## config.mk

```make
export PLATFORM = sky130hd
export DESIGN_NAME = alu_result_buffer
export DESIGN_NICKNAME = d
export VERILOG_FILES = /design/src/rtl/alu_result_buffer.sv
export SDC_FILE = /design/constraint.sdc
export NUM_CORES = 1
export LEC_CHECK = 0
export CAP_MARGIN = 0
export CORE_ASPECT_RATIO = 0.5
export CORE_MARGIN = 3
export CORE_UTILIZATION = 40
export DETAILED_ROUTE_END_ITERATION = 16
export PLACE_DENSITY = 0.7
export SETUP_SLACK_MARGIN = 0.2
export SLEW_MARGIN = 20
export SYNTH_ARGS = -nofsm -noshare
export SYNTH_HDL_FRONTEND = slang
export SYNTH_SLANG_ARGS = --single-unit
```

## constraint.sdc

```tcl
create_clock -name clk -period 2.96 [get_ports clk]
set_input_delay 0.592 -clock clk [delete_from_list [all_inputs] [get_ports clk]]
set_output_delay 0.592 -clock clk [all_outputs]
set_load 0.02 [all_outputs]
```

## src/rtl/alu_result_buffer.sv

```systemverilog
// alu_result_buffer: first-word fall-through FIFO that holds ALU results (z, ex, op)
// between the ALU and its consumer. It also keeps a sticky flag that records
// whether any accepted result had ex=1.
// Optional feature: define ALU_RESULT_ZERO_FLAG_EN to add the out_zero output,
// which is high when the head entry is valid and its z is zero.
module alu_result_buffer #(
  parameter int unsigned WIDTH = 32,
  parameter int unsigned DEPTH = 4
) (
  input  logic                     clk,
  input  logic                     reset_n,
  input  logic                     in_valid,
  output logic                     in_ready,
  input  logic [WIDTH-1:0]         in_z,
  input  logic                     in_ex,
  input  logic [2:0]               in_op,
  output logic                     out_valid,
  input  logic                     out_ready,
  output logic [WIDTH-1:0]         out_z,
  output logic                     out_ex,
  output logic [2:0]               out_op,
  input  logic                     flush,
  output logic [$clog2(DEPTH):0]   count,
`ifdef ALU_RESULT_ZERO_FLAG_EN
  output logic                     out_zero,
`endif
  output logic                     ex_seen
);

  localparam int unsigned PtrW = $clog2(DEPTH);
  localparam int unsigned CntW = PtrW + 1;

  typedef struct packed {
    logic [WIDTH-1:0] z;
    logic             ex;
    logic [2:0]       op;
  } entry_t;

  entry_t          mem_q [DEPTH];
  entry_t          head;
  logic [PtrW-1:0] wr_ptr_q, wr_ptr_d;
  logic [PtrW-1:0] rd_ptr_q, rd_ptr_d;
  logic [CntW-1:0] count_q, count_d;
  logic            ex_seen_q, ex_seen_d;
  logic            push, pop;

  // Advance a pointer, wrapping from DEPTH-1 back to 0.
  function automatic logic [PtrW-1:0] ptr_inc(input logic [PtrW-1:0] p);
    if (p == PtrW'(DEPTH - 1)) begin
      return '0;
    end
    return p + PtrW'(1);
  endfunction

  // Handshake flags; both derive from registered occupancy only, so no
  // combinational path runs from in_valid/out_ready to the ready/valid outputs.
  always_comb begin
    in_ready  = (count_q < CntW'(DEPTH));
    out_valid = (count_q != '0);
    push      = in_valid & in_ready;
    pop       = out_valid & out_ready;
  end

  // Next-state for pointers, occupancy and the sticky ex flag; flush wins over push/pop.
  always_comb begin
    wr_ptr_d  = wr_ptr_q;
    rd_ptr_d  = rd_ptr_q;
    count_d   = count_q;
    ex_seen_d = ex_seen_q;
    if (flush) begin
      wr_ptr_d  = '0;
      rd_ptr_d  = '0;
      count_d   = '0;
      ex_seen_d = 1'b0;
    end else begin
      if (push) begin
        wr_ptr_d = ptr_inc(wr_ptr_q);
        if (in_ex) begin
          ex_seen_d = 1'b1;
        end
      end
      if (pop) begin
        rd_ptr_d = ptr_inc(rd_ptr_q);
      end
      unique case ({push, pop})
        2'b10:   count_d = count_q + CntW'(1);
        2'b01:   count_d = count_q - CntW'(1);
        default: count_d = count_q;
      endcase
    end
  end

  // Control state register with asynchronous active-low reset.
  always_ff @(posedge clk or negedge reset_n) begin
    if (!reset_n) begin
      wr_ptr_q  <= '0;
      rd_ptr_q  <= '0;
      count_q   <= '0;
      ex_seen_q <= 1'b0;
    end else begin
      wr_ptr_q  <= wr_ptr_d;
      rd_ptr_q  <= rd_ptr_d;
      count_q   <= count_d;
      ex_seen_q <= ex_seen_d;
    end
  end

  // Entry storage; not reset because the head outputs are masked while empty.
  always_ff @(posedge clk) begin
    if (push && !flush) begin
      mem_q[wr_ptr_q] <= '{z: in_z, ex: in_ex, op: in_op};
    end
  end

  // Head fields straight from storage, forced to zero when nothing is valid.
  always_comb begin
    head   = mem_q[rd_ptr_q];
    out_z  = '0;
    out_ex = 1'b0;
    out_op = 3'b000;
    if (out_valid) begin
      out_z  = head.z;
      out_ex = head.ex;
      out_op = head.op;
    end
  end

  assign count   = count_q;
  assign ex_seen = ex_seen_q;

`ifdef ALU_RESULT_ZERO_FLAG_EN
  // out_z is already zero when empty, so the out_valid term is what matters.
  assign out_zero = out_valid && (out_z == '0);
`endif

endmodule

```

==> results.tsv, run 1 <==
metric	value	unit
status	finished, final reports clean	
final-max-slew-violation-count	0	
worst_path_largest_cell_delay	520	ps
mostFrequentLayoutCells	144 x edfxtp_1, 46 x clkdlybuf4s50_1, 36 x mux4_2, 36 x and2_1, 25 x dlygate4sd2_1	
die_area	0.0166	mm²
synth.yosys.seq_area_share	75.5	%
drt-wirelength-per-cell	18.0	µm
r2r_start	count[2]$_DFFE_PN0P_	
start_util	42.6	%
finalCriticalPeriod	2670	ps
synth-seq-cells	152	
power_density	704	mW/mm²
cap_violations	0	
syn_avg_cell_area	20.4	µm²
num_rows	30	
cts_hold_buf	0	
endpoint	out_z[16]	
htreeDepth	4	
finalSetupViolCount	0	
drive_gt1_share	25.1	%
synth_area	0.00599	mm²
die_y	92.6	µm
clk_latency	410	ps
rr_worst_depth	9	
cpMaxStageDelayCell	mux4_2	
yosysWarnings	0	
worstSetupEndpointType	output pin	
vias_per_cell	4.91	
drtIter0Drc	226	
start_kind	register	
first_pass_iters	4	
postRouteAntennaNets	0	
clockBufferDepth	2	
num_vias	2959	
synth_cell_types	25	
grt_overflow	0	
path_depth	4	
fin_cells	603	
dp.cells	568	
hold_path.class	input port to async pin	
dp_hpwl	6570	µm
layout_commonest_cell	edfxtp_1	
cp.arrival	2070	ps
antenna_found_initial	0	
p_leak	2.68	nW
cts_tree	yes	
syn_inst	294	
routed_wl	10900	µm
worst_pin_slew	405	ps
grt_pass1_vias	3266	
clock_sinks	152	
root_buffer	clkbuf_16	
max_freq	375	MHz
rsz0062_at_grt	no	
r2r-end	count[2]$_DFFE_PN0P_	
final_core_util	55.0	%
grt.total_usage	14.2	%
total_power	5.45	mW
pre_cts_ws	464	ps
grt_pass1_wl	17600	µm
numCtsBuffers	17	
nets	445	
timing.setup.tns	0	ps
crit_type	register to output pin	
slew_headroom	72.9	%
port_buffers	82	
ios	83	
path_cells	buf_12 > mux4_2 > and2_1 > dlygate4sd2_1	
fin_skew	9.26	ps
setup_ws	294	ps
vdd_drop_max	0.000337	V
drc	0	
startpoint	rd_ptr_q[0]$_DFFE_PN0P_	
antennaDiodeCount	0	
path_max_fanout	16	
period_share	90.1	%
synth_nets	341	
grt_max_degree	39	
clk_pin_slew	60	ps
gp_congestion	0.731	
critPathRequiredTime	2370	ps
path_buf_inv	2	
rrSetupSlack	680	ps
die_w	179	µm
coreArea	0.0141	mm²
critical_path.top_delay_family	buffers and inverters	
layout-area-overhead-vs-synth	29.2	%
hold_violations	0	
power by group:
part           leakage, nW  switching [mW]  internal [mW]  total [mW]
clock                0.274           0.864           1.26        2.12
combinational        0.996           0.458          0.416       0.874
sequential            1.41          0.0245           2.43        2.45
synthesized netlist by cell type:
| cell | instances | area (µm²) |
|---|---|---|
| edfxtp_1 | 144 | 4320 |
| and2_1 | 40 | 250 |
| mux4_2 | 36 | 811 |
| buf_2 | 9 | 45.0 |
| nand2_1 | 9 | 33.8 |
| dfrtp_1 | 8 | 200 |
| a21oi_1 | 7 | 35.0 |
| nor2_1 | 6 | 22.5 |
| ha_1 | 5 | 62.6 |
| o21ai_0 | 5 | 25.0 |
| buf_6 | 3 | 33.8 |
| clkbuf_2 | 3 | 15.0 |
| inv_1 | 3 | 11.3 |
| mux2i_1 | 2 | 20.0 |
| nand2b_1 | 2 | 12.5 |
| nand3_1 | 2 | 10.0 |
| or3_1 | 2 | 12.5 |
| a21o_1 | 1 | 7.51 |
| a221oi_1 | 1 | 8.76 |
| clkbuf_1 | 1 | 3.75 |
| fa_1 | 1 | 20.0 |
| nor2b_1 | 1 | 6.26 |
| nor4_1 | 1 | 6.26 |
| xnor2_1 | 1 | 8.76 |
| xor2_1 | 1 | 8.76 |
cells by family (layout without fill, tap and decap cells):
group	Yosys count	after routing	synth area share, %
flip-flops	152	152	75.5
buffers and inverters	19	136	1.82
AO/OA/AOI/OAI	14	14	1.27
AND/OR/NAND/NOR	63	63	5.91
adder cells (fa/ha/maj)	6	6	1.38
XOR/XNOR	2	2	0.292
multiplexers	38	38	13.9
how the worst min path moves through the flow:
stage                        startpoint              endpoint  depth (start not counted)
floorplan                       reset_n  count[0]$_DFFE_PN0P_                          0
global placement    ex_seen$_DFFE_PN0P_   ex_seen$_DFFE_PN0P_                          2
detailed placement  ex_seen$_DFFE_PN0P_   ex_seen$_DFFE_PN0P_                          2
CTS                             reset_n  count[1]$_DFFE_PN0P_                          1
global route                    reset_n   ex_seen$_DFFE_PN0P_                          1
finish                          reset_n  count[1]$_DFFE_PN0P_                          1
sequential cells by signal (all words and copies together), names as in the netlist:
register and flops:
wr_ptr_q 2, ex_seen 1, mem_q 144, rd_ptr_q 2, count 3
final cells by class:
type | count | area (µm²)
Clock inverter | 15 | 168
Tap cell | 192 | 240
Sequential cell | 152 | 4530
Fill cell | 1097 | 6330
Clock buffer | 17 | 425
Timing Repair Buffer | 101 | 1010
Multi-Input combinational cell | 123 | 1370
Inverter | 3 | 11.3
metrics by stage:
step	hold WS (ps)	area, µm²
6_report	480	7750
5_1_grt	501	7750
4_1_cts	478	7740
3_5_place_dp	496	7190
3_3_place_gp	493	7190
2_1_floorplan	296	5990
metal layers:
metal	up-vias	track usage (%)	part of all wire, %
met5	-	0	0
met4	0	5.46	1.0
met3	10	3.36	3.4
met2	43	23.2	51
met1	1521	18.6	45
li1	1385	-	-
timing repair:
action / 4_1_cts / 5_1_grt
buffers inserted: 2 / 0
setup endpoints to repair: 36 / 5
resized for setup: 65 / 3
gates cloned: 1 / 0
(Power assumes the default switching activity.)
==> run 2: changes to the inputs <==
--- a/config.mk
+++ b/config.mk
@@ -6,7 +6,6 @@
 export NUM_CORES = 1
 export LEC_CHECK = 0
 export CAP_MARGIN = 0
-export CORE_ASPECT_RATIO = 0.5
 export CORE_MARGIN = 3
 export CORE_UTILIZATION = 40
 export DETAILED_ROUTE_END_ITERATION = 16
==> results.tsv, run 2 (same netlist as run 1, synthesis figures left out) <==
metric	value	unit	change
status	finished, final reports clean		
finalSetupViolCount	0		unchanged
clk_pin_slew	60	ps	about the same
layout-area-overhead-vs-synth	29.8	%	
htreeDepth	4		unchanged
root_buffer	clkbuf_16		
grt_pass1_wl	17600	µm	-0.19%
worst_pin_slew	404	ps	-1.74 ps
numCtsBuffers	17		unchanged
power_density	735	mW/mm²	+4.5%
clk_latency	420	ps	about the same
final-max-slew-violation-count	0		unchanged
drc	0		unchanged
critPathRequiredTime	2370	ps	about the same
setup_ws	146	ps	-148 ps
seqPwrFrac	43.1	%	-1.9 points
max_freq	355	MHz	-5.3%
routed_wl	11200	µm	+2.9%
drive_gt1_share	22.3	%	-2.8 points
finalCriticalPeriod	2810	ps	+148 ps
switching_share	22.5	%	-2.2 points
postRouteAntennaNets	0		unchanged
nets	443		-0.45%
rsz0062_at_grt	yes		
vias_per_cell	5.03		+2.5%
dp_hpwl	6670	µm	+1.5%
largest-register	mem_q		
die_w	128	µm	-28%
period_share	95.1	%	+5.0 points
vdd_drop_max	0.000402	V	+19%
clock_sinks	152		unchanged
p_switching	1.29	mW	-4.3%
grt_pass1_vias	3191		-2.3%
hold_path.class	input port to async pin		
timing.setup.tns	0	ps	unchanged
drtIter0Drc	162		-28%
hold_violations	0		unchanged
drt-wirelength-per-cell	18.9	µm	+4.9%
slew_headroom	73.0	%	+0.12 points
mostFrequentLayoutCells	144 x edfxtp_1, 46 x clkdlybuf4s50_1, 36 x mux4_2, 36 x and2_1, 21 x dlygate4sd2_1		
first_pass_iters	4		unchanged
start_util	41.1	%	-1.5 points
worstSetupEndpointType	output pin		
die_area	0.0165	mm²	-0.54%
pre_cts_ws	426	ps	-37.3 ps
crit_type	register to output pin		
timing.hold.ws	466	ps	-13.8 ps
fin_skew	8.50	ps	-0.752 ps
p_leak	2.69	nW	+0.43%
num_vias	2977		+0.61%
coreArea	0.0146	mm²	+3.6%
path_max_fanout	38		+22
antenna_found_initial	0		unchanged
layout_commonest_cell	edfxtp_1		
cts_hold_buf	0		unchanged
largest_register_ffs	144		unchanged
port_buffers	82		unchanged
grt.total_usage	14.5	%	+0.31 points
ios	83		unchanged
cp.arrival	2220	ps	+150 ps
combPwrFrac	15.3	%	-0.7 points
num_rows	44		+47%
cts_tree	yes		
cap_violations	0		unchanged
p_int	4.43	mW	+7.9%
die_y	128	µm	+39%
antennaDiodeCount	0		unchanged
grt_max_degree	39		unchanged
clockBufferDepth	2		unchanged
pwr-share-clk	41.6	%	+2.6 points
start_kind	register		
fillerInstances	1164		+6.1%
gp_congestion	0.706		-3.3%
grt_overflow	0		unchanged
## run 2: cell types whose count changed in the layout (fill, tap and decap cells not counted), moves of 4 or more
cell / delta
buf_12: -6
buf_2: -10
bufinv_16: +4
clkdlybuf4s15_1: +10
dlygate4sd2_1: -4
inv_6: -6
## run 2: worst paths after layout
path,startpoint,to,slack (ps),depth (start not counted)
worst max-delay path,count[1]$_DFFE_PN0P_,out_z[12],150,4
worst min-delay path,reset_n,count[2]$_DFFE_PN0P_,470,1
worst max register to register,count[1]$_DFFE_PN0P_,count[2]$_DFFE_PN0P_,570,9
worst min register to register,ex_seen$_DFFE_PN0P_,ex_seen$_DFFE_PN0P_,540,2
max in group asynchronous,reset_n,rd_ptr_q[1]$_DFFE_PN0P_,2190,1
min in group clk,ex_seen$_DFFE_PN0P_,ex_seen$_DFFE_PN0P_,540,2
## run 2: layout make-up
cell class / count / area [µm²] / share of cell area, %
timing repair buffer: 99 / 986 / 12.7
inverter: 3 / 11.3 / 0.145
sequential: 152 / 4530 / 58.2
tap: 184 / 230 / 2.96
clock buffer: 19 / 433 / 5.56
clock inverter: 12 / 225 / 2.89
multi-input combinational: 123 / 1370 / 17.6
## run 2: routing by layer
metal / vias to the layer above / global-route usage (%) / share of wire (%)
li1: 1367 / - / -
met1: 1524 / 18.8 / 44
met2: 73 / 23.1 / 50
met3: 13 / 4.61 / 5.1
met4: 0 / 5.62 / 1.5
met5: - / 0 / 0
## run 2: worst max-delay path, cell delays in order, from the launching register on
cell and delay [ps]:
dfrtp_1 470, or3_1 430, buf_6 210, and2_1 160, clkdlybuf4s50_1 520
## run 2: metrics by stage
| stage | power (mW) | std cells | cell area, µm² | utilization [%] |
|---|---|---|---|---|
| floorplan | 3.02 | 294 | 5990 | - |
| global placement | 3.42 | 558 | 7090 | 48.6 |
| detailed placement | 3.43 | 558 | 7090 | 48.6 |
| CTS | 5.77 | 590 | 7740 | 53.0 |
| global route | 5.96 | 592 | 7780 | 53.3 |
| finish | 5.72 | 592 | 7780 | 53.3 |
## run 2: repair_timing
| action | CTS | global route |
|---|---|---|
| gates cloned | 1 | 1 |
| setup buffers | 0 | 1 |
| setup endpoints to repair | 37 | 18 |
| pin swaps | 0 | 0 |
| gates resized for setup | 36 | 21 |
## run 2: power groups by stage
stage / clock network, mW / registers, mW / logic, mW
global route: 2.53 / 2.47 / 0.952
finish: 2.38 / 2.46 / 0.874
CTS: 2.43 / 2.47 / 0.875
detailed placement: 0 / 2.51 / 0.926
global placement: 0 / 2.50 / 0.914
floorplan: 0 / 2.50 / 0.521
==> run 3: changes to the inputs <==
--- a/config.mk
+++ b/config.mk
@@ -8,9 +8,9 @@
 export CAP_MARGIN = 0
 export CORE_MARGIN = 3
 export CORE_UTILIZATION = 40
+export CTS_CLUSTER_DIAMETER = 80
 export DETAILED_ROUTE_END_ITERATION = 16
 export PLACE_DENSITY = 0.7
-export SETUP_SLACK_MARGIN = 0.2
 export SLEW_MARGIN = 20
 export SYNTH_ARGS = -nofsm -noshare
 export SYNTH_HDL_FRONTEND = slang
==> results.tsv, run 3 (same netlist as run 1, synthesis figures left out) <==
metric	value	unit	change
status	finished, final reports clean		
htreeDepth	4		unchanged
coreArea	0.0146	mm²	unchanged
path_cells	buf_6 > mux4_2 > and2_1 > clkdlybuf4s50_1		
numCtsBuffers	17		unchanged
die_w	128	µm	unchanged
power_density	735	mW/mm²	about the same
cts_tree	yes		
final-max-slew-violation-count	0		unchanged
cp.arrival	2270	ps	+50 ps
ios	83		unchanged
clockBufferDepth	2		unchanged
antenna_found_initial	0		unchanged
gp_congestion	0.706		unchanged
slew_headroom	73.0	%	about the same
routed_wl	11000	µm	-1.3%
timing.hold.ws	465	ps	-0.322 ps
setup_ws	95.5	ps	-50.5 ps
largest_register_ffs	144		unchanged
start_kind	register		
period_share	96.8	%	+1.7 points
layout-area-overhead-vs-synth	30.1	%	
hold_path.class	input port to async pin		
clk_latency	420	ps	about the same
path_max_fanout	9		-76%
vias_per_cell	5.01		-0.34%
fin_cells	596		+0.68%
layout_commonest_cell	edfxtp_1		
grt.total_usage	14.4	%	-0.16 points
p_leak	2.68	nW	-0.50%
first_pass_iters	4		unchanged
max_freq	349	MHz	-1.8%
start_util	41.1	%	unchanged
dp.cells	558		unchanged
port_buffers	82		unchanged
crit_type	register to output pin		
mostFrequentLayoutCells	144 x edfxtp_1, 61 x clkdlybuf4s50_1, 36 x mux4_2, 36 x and2_1, 20 x dlygate4sd2_1		
vdd_drop_max	0.000409	V	+1.9%
worst_path_largest_cell_delay	550	ps	+30 ps
fin_skew	7.81	ps	-0.699 ps
worstSetupEndpointType	output pin		
grt_pass1_wl	17400	µm	-0.83%
r2r_start	count[1]$_DFFE_PN0P_		
cts_hold_buf	0		unchanged
seqCellArea	0.00453	mm²	unchanged
dp_hpwl	6670	µm	unchanged
num_vias	2987		+0.34%
critPathRequiredTime	2370	ps	about the same
finalSetupViolCount	0		unchanged
drc	0		unchanged
largest-register	mem_q		
clock_sinks	152		unchanged
pre_cts_ws	426	ps	unchanged
finalCriticalPeriod	2860	ps	+50.5 ps
die_area	0.0165	mm²	unchanged
multi_input_area	0.00137	mm²	unchanged
grt_max_degree	39		unchanged
hold_violations	0		unchanged
fillerInstances	1161		-0.26%
die_y	128	µm	unchanged
drtIter0Drc	148		-8.6%
startpoint	rd_ptr_q[0]$_DFFE_PN0P_		
cap_violations	0		unchanged
grt_overflow	0		unchanged
worst_pin_slew	403	ps	-0.132 ps
root_buffer	clkbuf_16		
final_core_util	53.5	%	+0.14 points
nets	447		+0.90%
postRouteAntennaNets	0		unchanged
clk_pin_slew	60	ps	about the same
cpMaxStageDelayCell	clkdlybuf4s50_1		
grt_pass1_vias	3200		+0.28%
num_rows	44		unchanged
drt-wirelength-per-cell	18.5	µm	-2.0%
antennaDiodeCount	0		unchanged
drive_gt1_share	22.3	%	+0.026 points
run 3: cell count changes in the layout (fill, tap and decap cells not counted), sizes merged:
cell,before,now
dlygate4sd2,21,20
clkdlybuf4s50,46,61
clkdlybuf4s15,10,0
buf,16,20
clkbuf,23,20
dlymetal6s2s,2,1
run 3: worst paths after layout:
check                                     endpoint  slack [ps]  cells past startpoint
min reg2reg                    ex_seen$_DFFE_PN0P_         540                      2
max reg2reg                   count[2]$_DFFE_PN0P_         570                      9
max in group asynchronous  rd_ptr_q[1]$_DFFE_PN0P_        2190                      1
min                           count[2]$_DFFE_PN0P_         470                      1
min in group clk               ex_seen$_DFFE_PN0P_         540                      2
max                                       out_z[8]         100                      4
run 3: area by class of cell:
cell class / instances / share of cell area, %
clock buffer: 19 / 5.55
sequential: 152 / 58.1
tap: 184 / 2.95
clock inverter: 12 / 2.89
timing repair buffer: 103 / 12.9
multi-input combinational: 123 / 17.5
inverter: 3 / 0.144
run 3: power by group:
part	internal [mW]	switching, mW	total [mW]	leakage [nW]
registers	2.43	0.0364	2.47	1.41
logic	0.449	0.444	0.893	0.958
clock network	1.58	0.800	2.38	0.311
run 3: per-layer routing:
metal  GRT usage [%]  wire, µm  share of wire, %
met2            22.7      5460                50
met4            5.62       166               1.5
met5               0         0                 0
met1            18.6      4810                44
met3            4.57       584               5.3
run 3: worst max-delay path, delay by kind of cell (launching register included):
family | cells | cell delay [ps]
buffers and inverters | 2 | 730
muxes | 1 | 490
DFF | 1 | 440
and+or+nand+nor | 1 | 190
run 3: what timing repair did:
| item | 4_1_cts | 5_1_grt |
|---|---|---|
| pin swaps | 0 | 0 |
| gates cloned | 0 | 1 |
| resized for setup | 20 | 4 |
| buffers inserted | 0 | 6 |
| setup endpoints to repair | 20 | 16 |
run 3: metrics by stage:
step                      area (µm²)  power, mW  TNS [ps]
after floorplan                 5990       3.02         0
after global placement          7090       3.42         0
final                           7800       5.73         0
after detailed placement        7090       3.43         0
after CTS                       7720       5.78         0
after global routing            7800       5.97     -27.7
